### config.mk
export PLATFORM = sky130hd
export DESIGN_NAME = seq_divider
export DESIGN_NICKNAME = d
export VERILOG_FILES = /design/src/rtl/seq_divider.sv
export SDC_FILE = /design/constraint.sdc
export NUM_CORES = 1
export LEC_CHECK = 0
export ABC_AREA = 0
export BUFFER_PORTS_ARGS = -buffer_cell sky130_fd_sc_hd__buf_2
export CORE_MARGIN = 8
export CORE_UTILIZATION = 46
export DETAILED_ROUTE_END_ITERATION = 7
export GPL_ROUTABILITY_DRIVEN = 0
export PLACE_DENSITY = 0.75
export SETUP_SLACK_MARGIN = 0.4
export SKIP_LAST_GASP = 1
export SYNTH_ARGS = -nofsm -noshare
export SYNTH_HDL_FRONTEND = slang
export SYNTH_SLANG_ARGS = --single-unit
export TNS_END_PERCENT = 30
### constraint.sdc
create_clock -name clk -period 6.55 [get_ports clk]
set_input_delay 0 -clock clk [delete_from_list [all_inputs] [get_ports clk]]
set_output_delay 0 -clock clk [all_outputs]
set_load 0.05 [all_outputs]
### src/rtl/seq_divider.sv
// seq_divider: multicycle restoring divider for DIV/DIVU in the EX stage.
// One quotient bit is produced per cycle. When the division finishes, the
// remainder appears on hi, the quotient on lo, and done pulses for one cycle.
// Optional feature: define DIV_EARLY_OUT_EN to skip the iteration phase when
// |dividend| < |divisor| (with divisor != 0).
// Ports:
//   clk          rising-edge clock
//   rst          asynchronous active-low reset
//   start        request, accepted only in IDLE
//   is_signed    1 = DIV (two's complement), 0 = DIVU
//   dividend     numerator, sampled on the accepting edge
//   divisor      denominator, sampled on the accepting edge
//   busy         high while a division is in flight
//   done         one-cycle pulse: hi/lo/div_by_zero valid
//   hi           remainder
//   lo           quotient
//   div_by_zero  divisor was zero (valid with done, held until the next done)
module seq_divider #(
   parameter int unsigned WIDTH = 32
) (
   input  logic             clk,
   input  logic             rst,
   input  logic             start,
   input  logic             is_signed,
   input  logic [WIDTH-1:0] dividend,
   input  logic [WIDTH-1:0] divisor,
   output logic             busy,
   output logic             done,
   output logic [WIDTH-1:0] hi,
   output logic [WIDTH-1:0] lo,
   output logic             div_by_zero
);

   localparam int unsigned CNT_W = $clog2(WIDTH) + 1;

   typedef enum logic [1:0] {IDLE, CALC, FIX} state_t;

   state_t             state, state_nxt;
   logic [WIDTH-1:0]   b_abs, b_abs_nxt;
   logic [WIDTH-1:0]   q, q_nxt;
   logic [WIDTH-1:0]   rem, rem_nxt;
   logic [CNT_W-1:0]   count, count_nxt;
   logic               neg_q, neg_q_nxt;
   logic               neg_r, neg_r_nxt;
   logic               dbz, dbz_nxt;
   logic [WIDTH-1:0]   raw_a, raw_a_nxt;
   logic               busy_nxt, done_nxt, div_by_zero_nxt;
   logic [WIDTH-1:0]   hi_nxt, lo_nxt;

   logic               a_neg, b_neg;
   logic [WIDTH-1:0]   a_abs_in, b_abs_in;
   logic [WIDTH:0]     shifted;

   // Operand sign and magnitude conditioning
   always_comb begin
      a_neg    = is_signed & dividend[WIDTH-1];
      b_neg    = is_signed & divisor[WIDTH-1];
      a_abs_in = a_neg ? -dividend : dividend;
      b_abs_in = b_neg ? -divisor : divisor;
      // One extra bit so the compare against |b| cannot overflow
      shifted  = {rem, q[WIDTH-1]};
   end

   // State register and datapath registers
   always_ff @(posedge clk or negedge rst) begin
      if (!rst) begin
         state       <= IDLE;
         b_abs       <= '0;
         q           <= '0;
         rem         <= '0;
         count       <= '0;
         neg_q       <= 1'b0;
         neg_r       <= 1'b0;
         dbz         <= 1'b0;
         raw_a       <= '0;
         busy        <= 1'b0;
         done        <= 1'b0;
         hi          <= '0;
         lo          <= '0;
         div_by_zero <= 1'b0;
      end else begin
         state       <= state_nxt;
         b_abs       <= b_abs_nxt;
         q           <= q_nxt;
         rem         <= rem_nxt;
         count       <= count_nxt;
         neg_q       <= neg_q_nxt;
         neg_r       <= neg_r_nxt;
         dbz         <= dbz_nxt;
         raw_a       <= raw_a_nxt;
         busy        <= busy_nxt;
         done        <= done_nxt;
         hi          <= hi_nxt;
         lo          <= lo_nxt;
         div_by_zero <= div_by_zero_nxt;
      end
   end

   // Next-state and datapath update
   always_comb begin
      state_nxt       = state;
      b_abs_nxt       = b_abs;
      q_nxt           = q;
      rem_nxt         = rem;
      count_nxt       = count;
      neg_q_nxt       = neg_q;
      neg_r_nxt       = neg_r;
      dbz_nxt         = dbz;
      raw_a_nxt       = raw_a;
      busy_nxt        = busy;
      done_nxt        = 1'b0;
      hi_nxt          = hi;
      lo_nxt          = lo;
      div_by_zero_nxt = div_by_zero;

      case (state)
         IDLE: begin
            if (start) begin
               neg_q_nxt = a_neg ^ b_neg;
               neg_r_nxt = a_neg;
               b_abs_nxt = b_abs_in;
               q_nxt     = a_abs_in;
               rem_nxt   = '0;
               count_nxt = '0;
               dbz_nxt   = (divisor == '0);
               raw_a_nxt = dividend;
               busy_nxt  = 1'b1;
               state_nxt = CALC;
`ifdef DIV_EARLY_OUT_EN
               // Quotient is already known to be zero; remainder is |a|
               if ((divisor != '0) && (a_abs_in < b_abs_in)) begin
                  q_nxt     = '0;
                  rem_nxt   = a_abs_in;
                  state_nxt = FIX;
               end
`endif
            end
         end

         CALC: begin
            q_nxt   = {q[WIDTH-2:0], 1'b0};
            rem_nxt = shifted[WIDTH-1:0];
            if (shifted >= {1'b0, b_abs}) begin
               rem_nxt  = shifted[WIDTH-1:0] - b_abs;
               q_nxt[0] = 1'b1;
            end
            count_nxt = count + CNT_W'(1);
            if (count == CNT_W'(WIDTH - 1)) state_nxt = FIX;
         end

         FIX: begin
            busy_nxt        = 1'b0;
            done_nxt        = 1'b1;
            div_by_zero_nxt = dbz;
            state_nxt       = IDLE;
            if (dbz) begin
               // Divide by zero reports the raw dividend, no sign fixup
               lo_nxt = '1;
               hi_nxt = raw_a;
            end else begin
               lo_nxt = neg_q ? -q : q;
               hi_nxt = neg_r ? -rem : rem;
            end
         end

         default: state_nxt = IDLE;
      endcase
   end

endmodule

After elaboration in Yosys (flattened, before gate mapping):

Index checks and enable logic that the tools add are counted.

* output and inout bits: 67
* bits in registers: 206
* logic and storage cells: 57
* input port bits: 68

* add/subtract/negate cells: 6
* magnitude comparators: 1
* eq/ne operators: 5
* mux-type cells: 20
* reduce and logical (&&, ||, !) cells: 8
* bitwise gates (word level): 3

Operators by type and width (number)
* 32-bit two-way mux: 9
* 32-bit negator: 4
* 32-bit case mux with 2 select lines: 2
* 33-bit by 32-bit greater-or-equal comparator with 1-bit output: 1
* 32-bit zero test: 1
* 32-bit subtractor: 1
* 6-bit case mux with 2 select lines: 1
* 2-bit AND reduction: 4
* 6-bit by 1-bit adder with 6-bit output (second input constant): 1
* 6-bit by 5-bit equality test with 1-bit output (second input constant): 1
* 6-bit two-way mux: 1
* 2-bit two-way mux: 2
* 2-bit != test (second input constant): 2
* 2-bit case mux with 2 select lines: 1
* 2-bit nonzero test: 2
* 1-bit two-way mux: 3
* 1-bit bitwise AND: 2
* 2-bit by 1-bit equality test with 1-bit output (second input constant): 1
* 2-bit equality test (second input constant): 1
* 2-bit zero test: 1
* 1-bit case mux with 2 select lines: 1
* 1-bit XOR: 1

Depth between registers and ports, before layout:

Gate-level depths: netlist of the first run.

* word-level depth: 4
* depth in mapped cells: 14
* depth with buffers taken out: 13

Worst setup path before layout of the first run:

No wires, ideal clock.

* path type: reg2reg
* start: register q[31]
* end: register rem[24]
* arrival time: 2.833 ns
* setup slack: 3.634 ns
* path buffers: 0
* stages on the path, launching flop included: 14
* cell sequence: dfrtp_1 inv_1 ha_1 inv_1 fa_1 a211oi_1 o21ai_0 a21oi_1 o21ba_2 o21ai_0 a221oi_1 o221ai_1 xnor2_1 o21ai_0

* word-level cells in the longest chain between the ends: 3
* elaborated cells between the ends (all ways): 4

Ends and longest elaborated chain
* from (decl): line 40 `logic [WIDTH-1:0] q, q_nxt;`
* from (signal assigned): line 84 `q <= q_nxt;`
* 32-bit subtractor or 33-bit by 32-bit greater-or-equal comparator with 1-bit output (tied branches): line 144, 143
* 32-bit two-way mux *: line 143 `if (shifted >= {1'b0, b_abs}) begin`
* 32-bit case mux with 2 select lines *: line 116 `case (state)`
* to (signal assigned): line 85 `rem <= rem_nxt;`
* to (decl): line 41 `logic [WIDTH-1:0] rem, rem_nxt;`

Every way passes the cells marked *; elsewhere a longest branch is shown, timed or not.
A chain may end at the register's enable or synchronous reset.

Final worst setup path of the first run:

Ends and elaborated chain as after synthesis.

==> results of run 1 <==
## layout by cell type, fill, tap and decap left out, types with 37 or more instances in the layout
cell type	n
a21oi_1	121
buf_2	133
dfrtp_1	205
dlygate4sd3_1	74
ha_1	37
inv_1	56
nand2_1	274
nor2_1	111
o21ai_0	177
xnor2_1	55
xor2_1	88
## metal layers
layer / share of wire [%] / track usage, %
met1: 45 / 27.0
met2: 46 / 33.0
met3: 6.2 / 2.72
met4: 1.9 / 4.66
met5: 0 / 0
## sequential cells by signal (all words and copies together) (netlist names), 2 cells and up
| register | cells |
|---|---|
| b_abs | 32 |
| hi | 32 |
| lo | 32 |
| q | 32 |
| raw_a | 32 |
| rem | 32 |
| count | 6 |
| state | 2 |
## stage by stage
stage	hold slack [ps]	area [sq um]	power [mW]	utilization, %
2_1_floorplan	-296	12800	5.59	-
6_report	186	15100	7.91	54.9
3_5_place_dp	223	13700	6.60	49.6
5_1_grt	288	15100	8.50	54.9
4_1_cts	229	15100	7.91	54.9
3_3_place_gp	216	13700	6.49	49.6
## power breakdown
group	switching, mW	internal [mW]
logic	2.67	1.59
clock network	0.524	0.708
registers	0.592	1.82
## worst paths after layout
path	startpoint	to	slack [ps]	depth (start not counted)
setup / recovery	q[31]	rem[24]	2920	13
hold reg to reg	lo[26]	lo[26]	460	2
hold / removal	rst	done	190	2
min in group clk	dividend[30]	raw_a[30]	270	4
setup reg to reg	q[31]	rem[24]	2920	13
max in group asynchronous	rst	dbz	4670	3
## kinds of logic after synthesis
group / after synthesis / synth area share [%]
xor gates and xnor gates: 143 / 9.81
buffers and inverters: 141 / 4.37
adders and majority gates: 38 / 3.78
AOI/OAI and AO/OA: 445 / 20.5
DFF: 206 / 40.4
and+or+nand+nor: 532 / 18.8
muxes: 29 / 2.27
## area by class of cell
| class | instances | share of cell area (%) |
|---|---|---|
| repair buffers | 219 | 9.93 |
| flip-flops and latches | 206 | 34.1 |
| well taps | 378 | 3.13 |
| clock inverters | 6 | 0.314 |
| inverters | 56 | 1.39 |
| multi-input cells | 1187 | 46.7 |
| clock buffers | 34 | 4.42 |
==> run_results.csv, run 1 <==
group,metric,value,unit
run_status,status,"complete, no violations",
placement,dp_slack,3040,ps
timing,fin_skew,12.9,ps
timing,slew_violations,0,
floorplanning,rows,61,
clock_tree,clk_latency,530,ps
synthesis,synth_common_cells,"nand2_1 (275), dfrtp_1 (206), o21ai_0 (177)",
synthesis,synth_area_leaders,"dfrtp_1 (40%), nand2_1 (8.1%), o21ai_0 (6.9%)",
setup_path,max_stage_delay,560,ps
routing,dr.pass1.iters,5,
routing,drc_errors,0,
final_layout,layout.nets,1800,
timing,finalCriticalPeriod,3630,ps
power_and_ir_drop,p_per_area,523,nW/um^2
synthesis,synth_edf_count,0,
synthesis,synth.avg_cell_area,8.32,sq um
synthesis,yosysSeqAreaShare,40.4,%
setup_path,worstPathCellList,"inv_1 > ha_1 > inv_1 > fa_1 > a211oi_1 > o21ai_0 > a21oi_1 > o21ba_2 > o21ai_0 > a221oi_1 > o221ai_1 > xnor2_1 > o21ai_0",
timing,setup_violations,0,
grt,grt_pass1_wl,55600,um
placement,dp.final_hpwl,23900,um
setup_path,path_max_fanout,4,
timing,fin_ws,2920,ps
power_and_ir_drop,peakVddDrop,0.233,mV
placement,portBuffers,134,
clock_tree,cts_buffers,24,
final_layout,seqCellArea,5160,sq um
synthesis,synth-seq-cells,206,
timing,relSlewSlack,22.1,%
routing,vias,11447,
setup_path,crit_buf_inv,2,
clock_tree,h-tree-depth,1,
clock_tree,ctsLongestPathBuffers,3,
timing,final_hold_viol_count,0,
final_layout,drive_gt1_share,11.7,%
setup_path,endpoint_kind,"register",
timing,setup_tns,0,ps
clock_tree,holdBufCountCts,74,
synthesis,synth_nets,1640,
timing,maxClockFrequency,275,MHz
setup_path,critPathLaunchType,"register",
power_and_ir_drop,p_leak,6.72,nW
grt,grt_use_total,19.9,%
routing,vias_per_cell,5.49,
final_layout,diodes,0,
synthesis,yosysTopAreaCellShare,40.4,%
routing,drt-total-wl,33500,um
final_layout,n_fill_cell,2455,
grt,grt_max_degree,128,
timing,tightest_slew,1170,ps
placement,dpl.cell_count,1972,
synthesis,synth_cell_type_count,68,
synthesis,ys_async_sr_fraction,100,%
setup_path,critical_path_class,"reg -> reg",
synthesis,syn_area,12800,sq um
clock_tree,root_buffer,"clkbuf_16",
clock_tree,cts_resized,0,
setup_path,crit_path_frequent_cell,"o21ai_0",
final_layout,multi_input_area,7070,sq um
hold_path,min_path_type,"in -> async",
clock_tree,cts.sinks,206,
grt,antenna_found_initial,0,
clock_tree,postCtsSetupBuffers,0,
synthesis,ys.flop_type,"dfrtp_1",
synthesis,ys_warn_count,0,
clock_tree,cts_tree,"done",
clock_tree,cts.clk_slew.worst_paths,60,ps
setup_path,crit_required,6990,ps
setup_path,slowest_stage,"a221oi_1",
final_layout,synthToLayoutAreaGrowth,18.6,%
timing,rsz0062_at_grt,"no",
floorplanning,pin_count,135,
synthesis,synthCells,1534,
floorplanning,initial_core_util,46.3,%
routing,first_iter_violations,932,
grt,grt_pass1_vias,11031,
floorplanning,die_h,183,um
timing,finalCritPeriodShare,55.4,%
flow_run,drv_cap,0,
floorplanning,dieArea,33300,sq um
routing,routedWlPerCell,16.1,um
setup_path,arrival,4070,ps
grt,grt-ovfl-total,0,
routing,drtAntennaViolNets,0,
synthesis,synth_area_leader_cell,"dfrtp_1",
floorplanning,die_w,183,um
floorplanning,core-area,27600,sq um
setup_path,critical-path-top-delay-family,"compound AO/OA/AOI/OAI gates",
synthesis,synth.most_common_cell,"nand2_1",
final_layout,instances_no_fill,2086,
(Power assumes the default switching activity.)
==> run 2, diff against run 1 <==
==> constraint.sdc (replaced) <==
create_clock -name clk -period 3.8 [get_ports clk]
set_input_delay 0 -clock clk [delete_from_list [all_inputs] [get_ports clk]]
set_output_delay 0 -clock clk [all_outputs]
set_load 0.05 [all_outputs]
==> run_results.csv, run 2 (same netlist as run 1, synthesis figures left out) <==
group,metric,value,unit
timing,setup_violations,0,
placement,dp_slack,349,ps
power_and_ir_drop,swShare,47.0,%
setup_path,path_max_fanout,3,
timing,tightest_slew,1070,ps
grt,grt-ovfl-total,0,
placement,dpl.cell_count,1979,
final_layout,drive_gt1_share,12.7,%
routing,first_iter_violations,968,
floorplanning,pin_count,135,
timing,finalCriticalPeriod,3330,ps
flow_run,drv_cap,0,
timing,fin_ws,465,ps
setup_path,endpoint_kind,"register",
power_and_ir_drop,p_per_area,919,nW/um^2
timing,maxClockFrequency,300,MHz
placement,dp.final_hpwl,24900,um
final_layout,layout_common_cells,"nand2_1 (274), dfrtp_1 (205), o21ai_0 (177)",
power_and_ir_drop,intPower,7.49,mW
final_layout,n_fill_cell,2457,
timing,fin_skew,27.4,ps
clock_tree,cts.clk_slew.worst_paths,60,ps
floorplanning,die_w,183,um
final_layout,multi_input_area,7080,sq um
clock_tree,root_buffer,"clkbuf_16",
floorplanning,dieArea,33300,sq um
routing,vias_per_cell,5.50,
timing,final_hold_viol_count,0,
final_layout,instances_no_fill,2098,
timing,slew_violations,0,
final_layout,layout.nets,1807,
grt,grt_max_degree,116,
timing,finalCritPeriodShare,87.8,%
grt,grt_use_total,20.2,%
power_and_ir_drop,combPwrFrac,52.9,%
timing,relSlewSlack,28.4,%
routing,dr.pass1.iters,5,
grt,grt_pass1_wl,56400,um
setup_path,rrSetupSlack,470,ps
floorplanning,initial_core_util,46.3,%
power_and_ir_drop,p_switching,6.65,mW
clock_tree,cts_tree,"done",
setup_path,critical_path_class,"reg -> reg",
floorplanning,core-area,27600,sq um
power_and_ir_drop,pwr-share-clk,17.5,%
clock_tree,h-tree-depth,1,
routing,routedWlPerCell,16.4,um
power_and_ir_drop,peakVddDrop,0.450,mV
timing,rsz0062_at_grt,"yes",
grt,antenna_found_initial,1,
routing,drt-total-wl,34400,um
power_and_ir_drop,p_seq_share,29.6,%
final_layout,layout_commonest_cell,"nand2_1",
routing,drtAntennaViolNets,0,
clock_tree,clk_latency,540,ps
floorplanning,rows,61,
routing,vias,11533,
hold_path,min_path_type,"in -> async",
setup_path,critPathLaunchType,"register",
run_status,status,"complete, no violations",
power_and_ir_drop,p_leak,6.83,nW
setup_path,arrival,3770,ps
final_layout,synthToLayoutAreaGrowth,20.6,%
clock_tree,cts.sinks,206,
clock_tree,cts_buffers,24,
timing,setup_tns,0,ps
grt,grt_pass1_vias,11094,
final_layout,seqCellArea,5160,sq um
floorplanning,die_h,183,um
clock_tree,ctsLongestPathBuffers,3,
routing,drc_errors,0,
setup_path,crit_required,4230,ps
power_and_ir_drop,p_total,14.1,mW
placement,portBuffers,134,
## run 2: worst paths after layout
kind / start / to / depth (start not counted)
min: rst / q[25] / 2
max reg2reg: q[31] / rem[30] / 13
max: q[31] / rem[30] / 13
max in group asynchronous: rst / lo[7] / 3
min in group clk: dividend[5] / raw_a[5] / 4
min reg2reg: lo[26] / lo[26] / 2
## run 2: per-layer routing
layer | global-route usage, % | routed length (um) | vias to the layer above
li1 | - | - | 5677
met1 | 27.0 | 15400 | 5443
met2 | 33.6 | 16100 | 367
met3 | 3.24 | 2230 | 46
met4 | 4.95 | 675 | 0
met5 | 0 | 0 | -
## run 2: what timing repair did
| action | in CTS | in global routing |
|---|---|---|
| hold buffers | 73 | 0 |
| setup endpoints to repair | 2 | 11 |
| pin swaps | 0 | 1 |
| hold endpoints to repair | 212 | 0 |
| resized for setup | 1 | 2 |
| buffers inserted | 0 | 1 |
## run 2: final cells by class
cell class	instances	area share (%)
multi-input combinational	1187	46.0
sequential	206	33.5
timing repair buffer	226	10.3
clock buffer	30	4.31
tap	378	3.07
inverter	56	1.37
clock inverter	14	1.34
antenna	1	0.0163
## run 2: critical path, cell delays in order (launching register included)
cell      delay [ps]
dfrtp_1          370
inv_1            120
ha_1             200
inv_1             60
fa_1             420
a211oi_1         330
o21ai_0          220
a211oi_1         360
o31a_1           240
o21ai_0          100
a21oi_1          300
nor2_1           100
a311o_1          290
o21ai_0          140
## run 2: per-stage QoR
stage | hold slack [ps] | util (%) | area, sq um
3_3_place_gp | 198 | 49.9 | 13800
6_report | 177 | 55.8 | 15400
5_1_grt | 271 | 55.8 | 15400
3_5_place_dp | 207 | 49.9 | 13800
2_1_floorplan | -296 | - | 12800
4_1_cts | 206 | 55.8 | 15400
## run 2: power by group through the flow
stage	registers [mW]	clock network (mW)	logic, mW
global placement	4.13	0	7.14
detailed placement	4.18	0	7.28
finish	4.18	2.48	7.48
floorplan	4.99	0	4.64
CTS	4.15	2.52	7.40
global route	4.30	2.61	8.21
==> run 3, diff against run 2 <==
--- a/config.mk
+++ b/config.mk
@@ -11,7 +11,7 @@
 export CORE_UTILIZATION = 46
 export DETAILED_ROUTE_END_ITERATION = 7
 export GPL_ROUTABILITY_DRIVEN = 0
-export PLACE_DENSITY = 0.75
+export PLACE_DENSITY = 0.77
 export SETUP_SLACK_MARGIN = 0.4
 export SKIP_LAST_GASP = 1
 export SYNTH_ARGS = -nofsm -noshare
==> constraint.sdc (replaced) <==
create_clock -name clk -period 2.7 [get_ports clk]
set_input_delay 0 -clock clk [delete_from_list [all_inputs] [get_ports clk]]
set_output_delay 0 -clock clk [all_outputs]
set_load 0.05 [all_outputs]
==> run_results.csv, run 3 (same netlist as run 1, synthesis figures left out) <==
group,metric,value,unit
run_status,status,"finished with violations",
run_status,violations,"setup timing",
grt,grt_max_degree,83,
setup_path,crit_required,3080,ps
clock_tree,h-tree-depth,1,
routing,vias,12518,
setup_path,path_depth,10,
final_layout,instances_no_fill,2195,
timing,finalCriticalPeriod,2730,ps
clock_tree,root_buffer,"clkbuf_16",
setup_path,critical_path_class,"reg -> reg",
floorplanning,die_w,183,um
routing,drtAntennaViolNets,0,
routing,drc_errors,0,
clock_tree,cts.clk_slew.worst_paths,60,ps
final_layout,layout.nets,1908,
clock_tree,cts_tree,"done",
timing,rsz0062_at_grt,"yes",
clock_tree,cts.sinks,206,
clock_tree,ctsLongestPathBuffers,3,
timing,setup_violations,1,
final_layout,drive_gt1_share,21.0,%
timing,final_hold_viol_count,0,
setup_path,rrSetupSlack,-30,ps
grt,grt_pass1_vias,12144,
final_layout,final_area,16600,sq um
timing,relSlewSlack,28.8,%
grt,grt-ovfl-total,0,
floorplanning,die_h,183,um
setup_path,critical-path-top-delay-family,"simple AND/OR/NAND/NOR gates",
timing,setup_tns,-34.4,ps
timing,finalCritPeriodShare,101,%
final_layout,layout_commonest_cell,"nand2_1",
floorplanning,dieArea,33300,sq um
hold_path,holdPathEnd,"b_abs[9]",
routing,first_iter_violations,1328,
floorplanning,core-area,27600,sq um
setup_path,path_max_fanout,4,
timing,slew_violations,0,
power_and_ir_drop,peakVddDrop,0.512,mV
setup_path,critPathLaunchType,"register",
setup_path,worstPathCellList,"buf_6 > or3_4 > or3_4 > nor3b_4 > nand2_2 > o21ai_0 > xor2_1 > nor2_1 > a21oi_1 > o21ai_0",
setup_path,worstReg2RegEnd,"hi[24]",
timing,tightest_slew,1070,ps
routing,routedWlPerCell,18.4,um
final_layout,synthToLayoutAreaGrowth,29.8,%
final_layout,final_util,60.1,%
floorplanning,rows,61,
setup_path,rr_worst_depth,10,
setup_path,endpoint_kind,"register",
routing,dr.pass1.iters,6,
timing,fin_ws,-34.4,ps
power_and_ir_drop,p_total,22.5,mW
clock_tree,clk_latency,540,ps
setup_path,r2r-start,"rem[19]",
power_and_ir_drop,p_per_area,1360,nW/um^2
placement,portBuffers,134,
floorplanning,pin_count,135,
routing,drt-total-wl,40300,um
hold_path,min_path_type,"in -> reg",
placement,placed_area,14400,sq um
clock_tree,cts_buffers,24,
final_layout,layout_common_cells,"nand2_1 (270), dfrtp_1 (205), o21ai_0 (155)",
placement,dp.final_hpwl,27900,um
routing,vias_per_cell,5.70,
flow_run,drv_cap,0,
timing,maxClockFrequency,366,MHz
placement,dpl.cell_count,2060,
grt,grt_pass1_wl,63400,um
power_and_ir_drop,p_leak,7.41,nW
timing,fin_skew,25.7,ps
grt,antenna_found_initial,2,
setup_path,crit_buf_inv,1,
setup_path,arrival,3110,ps
setup_path,slowest_stage,"dfrtp_1",
grt,grt_use_total,23.2,%
hold_path,hp-start,"divisor[8]",
setup_path,max_stage_delay,400,ps
floorplanning,initial_core_util,46.3,%
hold_path,min_delay_path_depth,5,
-- run 3: changes by cell type in the layout (fill, tap and decap cells not counted), sizes merged --
cell,previous run,this run
buf,152,250
clkinv,6,3
clkinvlp,4,1
dlygate4sd3,73,74
bufinv,4,2
clkbuf,31,37
-- run 3: stage by stage --
stage / setup WS, ps / hold WS (ps)
floorplan: 40.7 / -296
global placement: -44.8 / 94.4
detailed placement: -159 / 104
CTS: 81.2 / 4.10
global route: -137 / 72.1
finish: -34.4 / 34.6
-- run 3: how the worst max path moves through the flow --
stage / startpoint / to / slack [ps]
final: rem[19] / hi[24] / -30
after global routing: rem[14] / hi[24] / -140
after CTS: q[31] / rem[24] / 80
after detailed placement: q[31] / rem[30] / -160
after global placement: q[31] / rem[24] / -40
after floorplan: rem[8] / rem[19] / 40
-- run 3: tightest hold or removal path, cell delays in order --
cell and delay, ps:
buf_2 90, nor3_1 70, a21oi_1 150, xnor2_1 130
o21ai_0 70
-- run 3: power breakdown --
part / switching [mW] / leakage (nW) / internal (mW)
clock: 1.31 / 0.381 / 1.95
combinational: 7.98 / 4.57 / 5.63
sequential: 1.21 / 2.45 / 4.43
-- run 3: layout make-up --
type	count	area (sq um)
clock inverter	6	93.8
tap	378	473
fill	2219	11000
antenna	1	2.50
sequential	206	5160
clock buffer	34	688
multi-input combinational	1187	7510
inverter	56	210
timing repair buffer	327	2430
-- run 3: repair_timing --
item	CTS	global route
hold endpoints to repair	177	0
buffers inserted	7	11
setup endpoints to repair	50	67
hold buffers	74	0
gates resized for setup	42	68
pin swaps	11	30
cloned	0	2
-- run 3: per-layer routing --
metal	vias up	wire length (um)	GRT usage (%)
met1	5987	16800	29.9
met3	100	3510	5.51
met4	2	1300	7.12
met5	-	10	0
met2	547	18700	38.0
li1	5882	-	-
